[config.mk]
export PLATFORM = sky130hd
export DESIGN_NAME = led_dec
export DESIGN_NICKNAME = d
export VERILOG_FILES = /design/src/rtl/led_dec.sv
export SDC_FILE = /design/constraint.sdc
export NUM_CORES = 1
export LEC_CHECK = 0
export ABC_AREA = 1
export CAP_MARGIN = 20
export CORE_MARGIN = 10
export CORE_UTILIZATION = 60
export CTS_CLUSTER_DIAMETER = 40
export CTS_CLUSTER_SIZE = 28
export DETAILED_ROUTE_END_ITERATION = 10
export DONT_BUFFER_PORTS = 1
export PLACE_DENSITY = 0.76
export SLEW_MARGIN = 10
export SYNTH_ARGS = -nofsm -noshare
export SYNTH_HDL_FRONTEND = slang
export SYNTH_SLANG_ARGS = --single-unit
[constraint.sdc]
create_clock -name clk_i -period 6.6 [get_ports clk_i]
set_input_delay 0.99 -clock clk_i [delete_from_list [all_inputs] [get_ports clk_i]]
set_output_delay 0.99 -clock clk_i [all_outputs]
set_load 0.01 [all_outputs]
[src/rtl/led_dec.sv]
// led_dec: iterative LED-64 decryption core, one inverse round per clock with start/busy/done handshake
module led_dec #(
  parameter int         ROUNDS = 32,
  parameter logic [7:0] KS     = 8'h40
) (
  input  logic        clk_i,
  input  logic        rst_i,
  input  logic        start_i,
  input  logic [63:0] ct_i,
  input  logic [63:0] key_i,
  output logic        busy_o,
  output logic        done_o,
  output logic [63:0] pt_o
);
  localparam logic [63:0] ISB     = 64'h5EF8_C12D_B463_079A;
  localparam logic [63:0] IMC     = 64'hCCD4_3845_762E_D99D;
  localparam logic [4:0]  R_LAST  = 5'(ROUNDS - 1);
  // round constant of round 31; the LFSR is stepped backwards from here
  localparam logic [5:0]  RC_LAST = 6'h38;
  typedef enum logic {IDLE, RUN} st_t;
  st_t         st_q, st_d;
  logic [63:0] state_q, state_d, key_q, key_d, pt_q, pt_d;
  logic [4:0]  r_q, r_d;
  logic [5:0]  rc_q, rc_d;
  logic        done_q, done_d;
  function automatic logic [3:0] gmul(input logic [3:0] a, input logic [3:0] b);
    logic [3:0] p, x;
    p = 4'h0;
    x = a;
    for (int k = 0; k < 4; k++) begin
      p = b[k] ? p ^ x : p;
      x = {x[2:0], 1'b0} ^ (x[3] ? 4'h3 : 4'h0);
    end
    return p;
  endfunction
  function automatic logic [63:0] inv_round(input logic [63:0] x, input logic [5:0] rc);
    logic [3:0]  s [16];
    logic [3:0]  m [16];
    logic [3:0]  v, c;
    logic [63:0] y;
    y = '0;
    for (int i = 0; i < 16; i++) s[i] = x[4*(15-i) +: 4];
    for (int i = 0; i < 16; i++) begin
      m[i] = 4'h0;
      for (int k = 0; k < 4; k++) m[i] ^= gmul(IMC[4*(15-(i/4*4+k)) +: 4], s[k*4+i%4]);
    end
    for (int i = 0; i < 16; i++) begin
      v = m[i/4*4 + (i%4 - i/4 + 4) % 4];
      c = (i%4 == 0) ? ((i < 8 ? KS[7:4] : KS[3:0]) ^ 4'(i/4)) :
          (i%4 == 1) ? {1'b0, ((i/4)%2 == 1) ? rc[2:0] : rc[5:3]} : 4'h0;
      y[4*(15-i) +: 4] = ISB[4*(15-int'(v)) +: 4] ^ c;
    end
    return y;
  endfunction
  always_comb begin
    st_d    = st_q;
    state_d = state_q;
    key_d   = key_q;
    r_d     = r_q;
    rc_d    = rc_q;
    pt_d    = pt_q;
    done_d  = 1'b0;
    if (st_q == IDLE && start_i) begin
      st_d    = RUN;
      state_d = ct_i ^ key_i;
      key_d   = key_i;
      r_d     = R_LAST;
      rc_d    = RC_LAST;
    end else if (st_q == RUN) begin
      state_d = inv_round(state_q, rc_q) ^ (r_q[1:0] == 2'd0 ? key_q : 64'h0);
      r_d     = r_q - 5'd1;
      rc_d    = {rc_q[0] ^ rc_q[5] ^ 1'b1, rc_q[5:1]};
      if (r_q == 5'd0) begin
        st_d   = IDLE;
        pt_d   = state_d;
        done_d = 1'b1;
      end
    end
  end
  always_ff @(posedge clk_i or posedge rst_i) begin
    if (rst_i) begin
      st_q    <= IDLE;
      state_q <= '0;
      key_q   <= '0;
      pt_q    <= '0;
      r_q     <= '0;
      rc_q    <= '0;
      done_q  <= 1'b0;
    end else begin
      st_q    <= st_d;
      state_q <= state_d;
      key_q   <= key_d;
      pt_q    <= pt_d;
      r_q     <= r_d;
      rc_q    <= rc_d;
      done_q  <= done_d;
    end
  end
  assign busy_o = (st_q == RUN);
  assign done_o = done_q;
  assign pt_o   = pt_q;
endmodule

==> impl_metrics.json, run 1 <==
{
  "synth_fp_nets": 2992,
  "nets": 2920,
  "synth.avg_cell_area_um2": 6.607,
  "synthMuxAreaShare_pct": 0,
  "clk_pin_slew_worst_paths_ns": 0.06,
  "ant_nets": 0,
  "cts_root_buffer": "clkbuf_16",
  "cp_data_required_time_ns": 7.04,
  "ys_seq_area_share_pct": 27.85,
  "num_rows": 64,
  "cts_hold_buf": 0,
  "vias": 17300,
  "critical_path_class": "in2reg",
  "rsz0062_at_grt": "no",
  "gr-total-overflow": 0,
  "die_width_um": 195.2,
  "drt-wirelength-per-cell_um": 16.94,
  "tightest_slew_ns": 1.084,
  "port_buffers": 0,
  "layout_common_cells": "1250 x nand2_1, 293 x nand3_1, 208 x inv_1",
  "synth_top_family_by_area": "simple AND/OR/NAND/NOR gates",
  "setup_tns_ns": 0,
  "clock_path_buffers": 3,
  "die_h_um": 195.2,
  "fin_crit_ns": 3.197,
  "hold_class": "in2async",
  "areaGrowthSynthToFinish_pct": 5.902,
  "cts.sinks": 205,
  "grt_pass1_vias": 16680,
  "routabilityCongestion": 0.9557,
  "synth_compound_gate_area_share_pct": 5.936,
  "route.detailed.drc": 0,
  "yosys.area.top_type_share_pct": 27.85,
  "relSlewSlack_pct": 27.63,
  "htreeDepth": 2,
  "hold_viol": 0,
  "drt-total-wl_mm": 53.15,
  "synth_area_leaders": "dfrtp_1 28%, nand2_1 25%, nand3_1 8.0%",
  "cts_tree": "built",
  "antenna_found_initial": 0,
  "fmax_mhz": 312.8,
  "crit_path_start_kind": "primary input",
  "core_um2": 30430,
  "syn_inst": 2788,
  "fin_crit_sh_pct": 48.43,
  "num_antenna_cells": 0,
  "io_pins": 197,
  "arrival_ns": 3.64,
  "critical_path_peak_fanout": 75,
  "cts_resized": 0,
  "status": "completed",
  "clock_latency_ns": 0.52,
  "skew_ns": 0.02623,
  "synth_top_area_cell": "dfrtp_1",
  "drt_iter0_drc": 1290,
  "synth_cell_types": 39,
  "yosys.area_share.simple_pct": 38.68,
  "dr.pass1.iters": 7,
  "setup_viol": 0,
  "slew_violations": 0,
  "dp_hpwl_mm": 39.50,
  "cap_viol_max_count": 0,
  "via_per_inst": 5.513,
  "post_cts_buffers": 0,
  "die_area_um2": 38110,
  "cts_buffers": 36,
  "start_util_pct": 60.54,
  "ys_seq_elements": 205,
  "syn-cell-area_um2": 18420,
  "grt_pass1_wl_mm": 86.26,
  "grt_start_max_net_pins": 76,
  "track_usage_pct": 27.22,
  "synth_xor_area_share_pct": 13.46,
  "final_common_cell": "nand2_1",
  "end_kind": "flop",
  "n_fill_cell": 2806,
  "synthAdderAreaFrac_pct": 4.958,
  "yosys_warnings": 0,
  "drive_above_1_share_pct": 7.586
}
path summary, 6_finish.rpt:
kind                                  startpoint                       to  slack (ns)  cells after the start
max                                      start_i  state_q[62]$_DFFE_PP0P_        3.40                      9
min                                        rst_i       r_q[0]$_DFFE_PP0P_        0.38                      1
max reg2reg                     busy_o$_DFF_PP0_  state_q[62]$_DFFE_PP0P_        3.50                      9
min reg2reg                key_q[35]$_DFFE_PP0P_    key_q[35]$_DFFE_PP0P_        0.47                      2
max in group asynchronous                  rst_i     pt_o[24]$_DFFE_PP0P_        4.89                      2
min in group clk_i         key_q[35]$_DFFE_PP0P_    key_q[35]$_DFFE_PP0P_        0.47                      2
cell type report:
class	instances	area (um^2)	area share, %
clock buffer	42	964.7	4.945
clock inverter	22	266.5	1.366
inverter	246	938.4	4.810
multi-input combinational	2216	11630	59.61
sequential	205	5131	26.30
tap	396	495.5	2.540
timing repair buffer	11	82.58	0.4233
critical path: stages:
cell     delay (ns)
inv_1          0.66
nor2_4            0
buf_4          0.32
inv_4          0.69
buf_4          0.52
o21ai_0        0.15
inv_1          0.11
nand2_1        0.05
nand2_1        0.05
Yosys cell counts:
| cell type | number |
|---|---|
| nand2_1 | 1250 |
| nand3_1 | 293 |
| inv_1 | 210 |
| dfrtp_1 | 205 |
| xnor2_1 | 111 |
| xor2_1 | 102 |
| o21ai_0 | 89 |
| ha_1 | 73 |
| a21oi_1 | 49 |
| clkbuf_1 | 43 |
| nor2_1 | 42 |
| nand2_2 | 37 |
| inv_2 | 33 |
| buf_4 | 29 |
| nand3b_1 | 25 |
| buf_2 | 24 |
| buf_6 | 21 |
| xnor2_2 | 19 |
| a22oi_1 | 17 |
| nand4_1 | 17 |
| o21ai_1 | 12 |
| xor2_2 | 12 |
| o211ai_1 | 10 |
| o21a_1 | 10 |
| or2_1 | 10 |
| or2_2 | 10 |
| nand3_2 | 6 |
| nand2_4 | 5 |
| buf_1 | 4 |
| o22ai_1 | 4 |
| xnor2_4 | 4 |
| a21o_1 | 3 |
| inv_4 | 2 |
| or2_0 | 2 |
| a221o_1 | 1 |
| clkinv_1 | 1 |
| nor4_4 | 1 |
| o21bai_1 | 1 |
| or2_4 | 1 |
stage by stage:
step | utilization [%] | setup WS (ns) | hold WS (ns) | instance area, um^2 | cells
CTS | 64.11 | 3.452 | 0.3927 | 19510 | 3138
finish | 64.11 | 3.403 | 0.3784 | 19510 | 3138
global route | 64.11 | 3.202 | 0.4072 | 19510 | 3138
floorplan | - | 0.01423 | 0.4417 | 18420 | 2788
global placement | 60.07 | 2.952 | 0.4538 | 18280 | 3074
detailed placement | 60.07 | 2.917 | 0.4596 | 18280 | 3074
cells by family after synthesis:
kind of cell	Yosys count
AND/OR/NAND/NOR	1699
buffers and inverters	367
XOR/XNOR	248
flip-flops	205
AO/OA/AOI/OAI	196
adder cells (fa/ha/maj)	73
state kept, by name, summed over array words and instances (netlist names):
signal   cells
state_q     64
r_q          5
key_q       64
done_o       1
busy_o       1
pt_o        64
rc_q         6
routing by layer:
layer | wire length, um | vias to the layer above | GRT usage (%)
met4 | 1420 | 0 | 8.654
met1 | 23010 | 8050 | 35.61
met3 | 4007 | 96 | 4.471
li1 | - | 8549 | -
met5 | 0 | - | 0
met2 | 24710 | 605 | 45.02
Power of run 1 is not shown: default switching activity piles up to over one toggle a cycle in this logic, so the estimate is an artifact.
==> run 2, diff against run 1 <==
PLACE_DENSITY = 0.73   (was 0.76)
clock period = 3.4 ns   (was 6.6 ns; I/O delays follow)
==> impl_metrics.json, run 2 (synthesis gave the netlist of run 1 again) <==
{
  "cts_root_buffer": "clkbuf_16",
  "post_cts_buffers": 0,
  "drt-total-wl_mm": 56.18,
  "placed_cells": 3089,
  "nets": 2940,
  "setup_slack_ns": 0.3087,
  "fin_crit_ns": 3.091,
  "cpPeakStageDelay_ns": 0.64,
  "arrival_ns": 3.53,
  "drt_iter0_drc": 1188,
  "grt_start_max_net_pins": 79,
  "cts.sinks": 205,
  "setup_viol": 0,
  "cts_tree": "built",
  "cpMostUsedCell": "nand2_1",
  "tightest_slew_ns": 0.8256,
  "vias": 17520,
  "via_per_inst": 5.539,
  "final_common_cell": "nand2_1",
  "num_antenna_cells": 0,
  "status": "completed",
  "io_pins": 197,
  "drive_above_1_share_pct": 8.421,
  "num_rows": 64,
  "fin_crit_sh_pct": 90.92,
  "cap_viol_max_count": 0,
  "htreeDepth": 2,
  "end_kind": "flop",
  "drt-wirelength-per-cell_um": 17.76,
  "skew_ns": 0.02921,
  "critical_path_class": "reg2reg",
  "use_met3_pct": 5.670,
  "areaGrowthSynthToFinish_pct": 8.354,
  "cts_buffers": 40,
  "reg2reg_slack_ns": 0.31,
  "gr-total-overflow": 0,
  "track_usage_pct": 28.80,
  "use_met2_pct": 48.00,
  "fmax_mhz": 323.5,
  "port_buffers": 0,
  "grt_pass1_wl_mm": 89.24,
  "gr-max-usage-layer": "met2",
  "multi_input_area_um2": 11630,
  "ant_nets": 0,
  "core_um2": 30430,
  "cts_hold_buf": 1,
  "hold_viol": 0,
  "layout.cells.non_filler": 3163,
  "antenna_found_initial": 0,
  "dr.pass1.iters": 6,
  "hold_class": "in2reg",
  "clock_path_buffers": 3,
  "grt_pass1_vias": 16830,
  "die_area_um2": 38110,
  "clk_pin_slew_worst_paths_ns": 0.06,
  "dp_hpwl_mm": 41.35,
  "n_fill_cell": 2741,
  "place_ws_ns": 0.4008,
  "setup_tns_ns": 0,
  "die_h_um": 195.2,
  "critical_path_peak_fanout": 7,
  "seq_area_um2": 5131,
  "slowest_stage": "dfrtp_1",
  "relSlewSlack_pct": 44.85,
  "layout_common_cells": "1250 x nand2_1, 293 x nand3_1, 208 x inv_1",
  "start_util_pct": 60.54,
  "worstPathCellList": "inv_1, nand2_1, nand2_1, xnor2_1, nor2_1, nor2_1, nand2_1, nand2_1, inv_1, ha_1, or2_2, o21ai_0, o21ai_1, xor2_1, nand2_1, nand2_1, nand2_1",
  "slew_violations": 0,
  "cp_data_required_time_ns": 3.84,
  "crit_path_start_kind": "flop",
  "fin_area_um2": 19960,
  "cts_resized": 0,
  "grt_use_met1_pct": 36.35,
  "rsz0062_at_grt": "no",
  "routabilityCongestion": 0.9685,
  "die_width_um": 195.2,
  "clock_latency_ns": 0.56,
  "route.detailed.drc": 0,
  "placed_area_um2": 18500
}
==> run 2: cell count changes in the layout (fill, tap and decap cells not counted), sizes merged <==
cell / before / now
buf: 11 / 26
bufinv: 4 / 7
clkbuf: 42 / 47
clkinvlp: 1 / 5
dlygate4sd3: 0 / 1
inv: 256 / 253
==> run 2: stage by stage <==
| step | utilization [%] | hold slack (ns) |
|---|---|---|
| 3_5_place_dp | 60.79 | 0.4586 |
| 5_1_grt | 65.60 | 0.05979 |
| 2_1_floorplan | - | 0.4417 |
| 6_report | 65.60 | 0.06428 |
| 4_1_cts | 65.60 | 0.04396 |
| 3_3_place_gp | 60.79 | 0.4555 |
==> run 2: final timing paths <==
check,start,to,cells past startpoint
max reg2reg,state_q[20]$_DFFE_PP0P_,state_q[11]$_DFFE_PP0P_,17
max,state_q[20]$_DFFE_PP0P_,state_q[11]$_DFFE_PP0P_,17
min,key_i[25],key_q[25]$_DFFE_PP0P_,2
max in group asynchronous,rst_i,key_q[20]$_DFFE_PP0P_,3
min in group asynchronous,rst_i,pt_o[34]$_DFFE_PP0P_,2
min reg2reg,key_q[18]$_DFFE_PP0P_,key_q[18]$_DFFE_PP0P_,2
==> run 2: metal layers <==
metal	part of all wire (%)	wire (um)
met3	7.5	4231
met5	0	0
met4	3.1	1748
met1	42	23560
met2	47	26640
==> run 2: worst max-delay path, delay by kind of cell (launching register included) <==
kind / cells / cell delay [ns]
compound gates: 2 / 0.20
buf+inv: 2 / 0.18
xor+xnor: 2 / 0.56
flops: 1 / 0.64
simple gates: 10 / 1.19
fa+ha+maj: 1 / 0.19
==> run 2: layout make-up <==
class                   instances  share of cell area [%]
clock buffers                  47                   5.453
clock inverters                26                   1.818
inverters                     246                   4.683
multi-input cells            2216                   58.26
flip-flops and latches        205                   25.71
well taps                     396                   2.482
repair buffers                 27                   1.592
Power of run 2 is left out for the same reason.
==> edit 1, RTL diff (config.mk and constraints of run 1) <==
Register the output `pt_o` once more; this adds one clock of latency there. The other outputs are not delayed to match.
--- a/src/rtl/led_dec.sv
+++ b/src/rtl/led_dec.sv
@@ -98,6 +98,8 @@
   end
   assign busy_o = (st_q == RUN);
   assign done_o = done_q;
-  assign pt_o   = pt_q;
+  always_ff @(posedge clk_i) begin
+    pt_o <= pt_q;
+  end
 endmodule
 
Function: not settled (the Yosys comparison gave no result); the edit may change what the design does.
==> edit 1 against run 1 <==
Routed wire length about the same. Setup slack better by 25 ps. Non-clock buffer count stayed put. Cell area is 4.7% higher. Sequential cell count rose by 64. Area after synthesis is 3.7% higher.
Power is not shown: default switching activity piles up to over one toggle a cycle in this logic, so the estimate is an artifact.
==> edit 1: results (changes against run 1) <==
Outcome
  • Status: completed

Synthesis
  • Synth cell count leaders: 1156 x nand2_1, 250 x nand3_1, 205 x dfrtp_1
  • Post-Syn Nets: 2910 (-2.7%)
  • XOR/XNOR Fraction of Synth Area: 13.84% (+0.38 points)
  • Synth Area in Adders: 4.783% (-0.18 points)
  • Count of cell types in the netlist: 47 (+21%)
  • Synth area leaders: dfrtp_1 27%, nand2_1 23%, dfxtp_1 6.7%
  • Fraction of registers with async set/reset: 76.21% (-24 points)
  • Sequential fraction of the synthesis area: 33.57% (+5.7 points)
  • Mux share of post-synthesis cell area: 0% (unchanged)
  • Post-synthesis compound-gate area fraction: 5.976% (+0.039 points)
  • Synth Warn #: 0 (unchanged)

Detailed routing
  • Routed WL: 53.11 mm (about the same)
  • Vias: 16.77k (-3.1%)
  • Initial drt markers: 1226 (-5.0%)
  • Metal2 WL: 23.76 mm (-3.8%)
  • Metal3 WL: 4.370 mm (+9.1%)
  • Routed length on met1: 23.04 mm (+0.13%)
  • Drt pass-1 iters: 6 (-1)

Clock network
  • Worst skew pair latency: 570 ps (+50 ps)
  • Post-CTS Setup Bufs: 0 (unchanged)
  • Sink Count: 269 (+31%)

Layout
  • Non-clock buffer share: 0.4043% (-0.019 points)
  • Nets: 2846 (-2.5%)
  • Clock buf count: 43 (+2.4%)
  • Sequential cell area: 6412 um^2 (+25%)
  • Layout cells sized above 1: 7.407% (-0.18 points)
  • Multi-input gate area: 11160 um^2 (-4.1%)
  • Nonclk inv count: 233 (-5.3%)
  • Fillers: 2745 (-2.2%)
  • ClkCell Share: 6.769% (+0.46 points)
  • Multi-In Gates: 2088 (-5.8%)

STA
  • Worst hold slack: 296.5 ps (-81.87 ps)
  • Clock skew: 15.29 ps (-10.95 ps)

Global routing
  • Vias in the first global route: 15.96k (-4.3%)
  • Met1 GRT Util: 34.86% (-0.74 points)
  • Met3 Use GR: 5.948% (+1.5 points)
  • Met2 usage: 42.35% (-2.7 points)
  • First-pass GRT wire length: 83.89 mm (-2.7%)
  • Pin count of the biggest net entering global routing: 78 (+2.6%)

Setup path
  • Worst reg2reg endpoint: pt_q[3]
  • Critical path type: flip-flop to flip-flop
  • Max incr delay on CP: 740 ps (+50 ps)
  • Worst r2r src: r_q[1]
  • Reg2reg path depth: 8 (-1)
  • CP Data Arrival Time: 3620 ps (-20 ps)
  • Worst Path Max Fanout: 73 (-2.7%)

Placement
  • HPWL after DPL: 38.59 mm (-2.3%)
  • RePlAce Congestion: 0.9669 (+1.2%)
==> edit 1: cell types whose count changed in the layout (fill, tap and decap cells not counted), moves of 6 or more <==
cell      before   now
nand3b_1      25    31
nand3_1      293   250
dfxtp_1        0    64
xnor2_1      111   120
nand2_1     1250  1156
nand4_1       17     7
inv_1        208   199
o21a_1        10     3
o21ai_0       89    98
xor2_1       102   114
o21ai_1       12    18
nand2_2       37    27
==> edit 1: through the flow <==
| step | setup slack [ps] | util [%] | std cells | cell area (um^2) |
|---|---|---|---|---|
| finish | 3428 | 64.90 | 3075 | 20430 |
| global route | 3263 | 64.90 | 3075 | 20430 |
| CTS | 3456 | 64.90 | 3075 | 20430 |
| detailed placement | 3266 | 60.50 | 3003 | 19040 |
| global placement | 3298 | 60.50 | 3003 | 19040 |
| floorplan | 14.23 | - | 2706 | 19100 |
==> edit 1: kinds of logic after synthesis <==
logic type	Yosys count
adders and majority gates	73
AOI/OAI and AO/OA	205
buffers and inverters	349
DFF	269
and+or+nand+nor	1543
xor gates and xnor gates	267
==> edit 2, RTL diff (flow settings as in run 1) <==
Made on the original files. Set the parameter `ROUNDS` to 24 (it was 32).
--- a/src/rtl/led_dec.sv
+++ b/src/rtl/led_dec.sv
@@ -1,6 +1,6 @@
 // led_dec: iterative LED-64 decryption core, one inverse round per clock with start/busy/done handshake
 module led_dec #(
-  parameter int         ROUNDS = 32,
+  parameter int         ROUNDS = 24,
   parameter logic [7:0] KS     = 8'h40
 ) (
   input  logic        clk_i,
Check against the original RTL: not settled (the Yosys comparison gave no result); the edit may change what the design does.
==> edit 2 against run 1 <==
Cell area rose by 0.49%. Area after synthesis barely moved. Routed wire length fell by 0.26%. Sequential cell count did not move. Global-route usage fell by 0.097 points. Setup slack improved by 160 ps. Maximum frequency rose by 5.4%.
Power is not shown: default switching activity piles up to over one toggle a cycle in this logic, so the estimate is an artifact.
==> edit 2: results (changes against run 1) <==
Outcome
  • Status: completed

Global routing
  • Pin count of the biggest net entering global routing: 114 (+50%)
  • First-pass GRT wire length: 86.04 mm (-0.26%)
  • Vias in the first global route: 16.66k (-0.13%)
  • GRT Resource Usage Total: 27.12% (-0.097 points)

Placement
  • Pre-CTS setup slack: 3109 ps (+192.6 ps)
  • HPWL after DPL: 38.42 mm (-2.7%)

Setup path
  • Worst reg2reg endpoint: state_q[11]
  • Reg2reg path depth: 17 (+8)
  • Worst r2r src: state_q[37]
  • CP Data Arrival Time: 3510 ps (-130 ps)

Detailed routing
  • Drt pass-1 iters: 6 (-1)
  • Initial drt markers: 1364 (+5.7%)
  • Wire per inst: 16.87 um (-0.39%)
  • Vias per inst: 5.534 (+0.39%)
  • Final ANT Viol Nets: 0 (unchanged)

Layout
  • Fillers: 2690 (-4.1%)
  • Nets: 2921 (+0.034%)
  • N_diodes: 0 (unchanged)
  • Layout cells sized above 1: 7.720% (+0.13 points)

STA
  • Slew headroom: 21.54% (-6.1 points)
  • Clock skew: 15.66 ps (-10.58 ps)

Synthesis
  • Synth cell count leaders: 1250 x nand2_1, 295 x nand3_1, 210 x inv_1
  • Sequential fraction of the synthesis area: 27.87% (about the same)
  • Synth area leaders: dfrtp_1 28%, nand2_1 25%, nand3_1 8.0%

Clock network
  • Worst skew pair latency: 540 ps (+20 ps)
  • CTS root buffer: clkbuf_16
edit 2: cell types whose count changed in the layout (fill, tap and decap cells not counted), sizes merged:
cell	before	now
nand3	299	300
o21ai	101	100
inv	256	257
clkbuf	42	45
bufinv	4	3
clkinvlp	1	4
buf	11	9
edit 2: through the flow:
step	hold slack (ps)	util (%)	area, um^2	std cells
finish	385.5	64.43	19610	3142
global route	452.9	64.43	19610	3142
CTS	428.7	64.43	19610	3142
detailed placement	458.0	60.04	18270	3072
global placement	454.1	60.04	18270	3072
floorplan	441.7	-	18400	2788
edit 2: cells by family (layout without fill, tap and decap cells):
kind of cell / after synthesis / after routing / synth area share (%)
buffers and inverters: 367 / 325 / 9.056
adders and majority gates: 73 / 73 / 4.963
AOI/OAI and AO/OA: 195 / 195 / 5.915
xor gates and xnor gates: 248 / 248 / 13.47
DFF: 205 / 205 / 27.87
and+or+nand+nor: 1700 / 1700 / 38.72
edit 2: worst max-delay path: stages:
cell	delay [ps]
inv_1	830
nor2_4	50
inv_4	580
buf_4	590
a21oi_1	70
o21ai_0	90
o21ai_0	100
inv_1	80
nand2_1	50
inv_1	50
edit 2: how the worst max path moves through the flow:
stage	depth (start not counted)	startpoint	slack, ps	to
after detailed placement	10	start_i	3110	state_q[32]
after global routing	19	state_q[37]	3380	state_q[8]
after global placement	10	start_i	3110	state_q[32]
after CTS	17	state_q[37]	3660	state_q[11]
after floorplan	1	rst_i	10	busy_o
final	10	start_i	3570	state_q[32]
edit 2: layout make-up:
cell class / count / area (um^2) / area share, %
multi-input cells: 2216 / 11620 / 59.30
inverters: 246 / 938.4 / 4.787
clock buffers: 45 / 1061 / 5.412
clock inverters: 25 / 274.0 / 1.398
repair buffers: 9 / 80.08 / 0.4084
flip-flops and latches: 205 / 5131 / 26.17
well taps: 396 / 495.5 / 2.527
edit 2: metal layers:
| metal | up-vias | part of all wire [%] | routed length (um) | track usage, % |
|---|---|---|---|---|
| li1 | 8582 | - | - | - |
| met1 | 8063 | 42 | 22100 | 33.91 |
| met2 | 621 | 47 | 24660 | 45.13 |
| met3 | 123 | 8.3 | 4389 | 5.824 |
| met4 | 0 | 3.5 | 1853 | 9.898 |
| met5 | - | 0 | 0 | 0 |
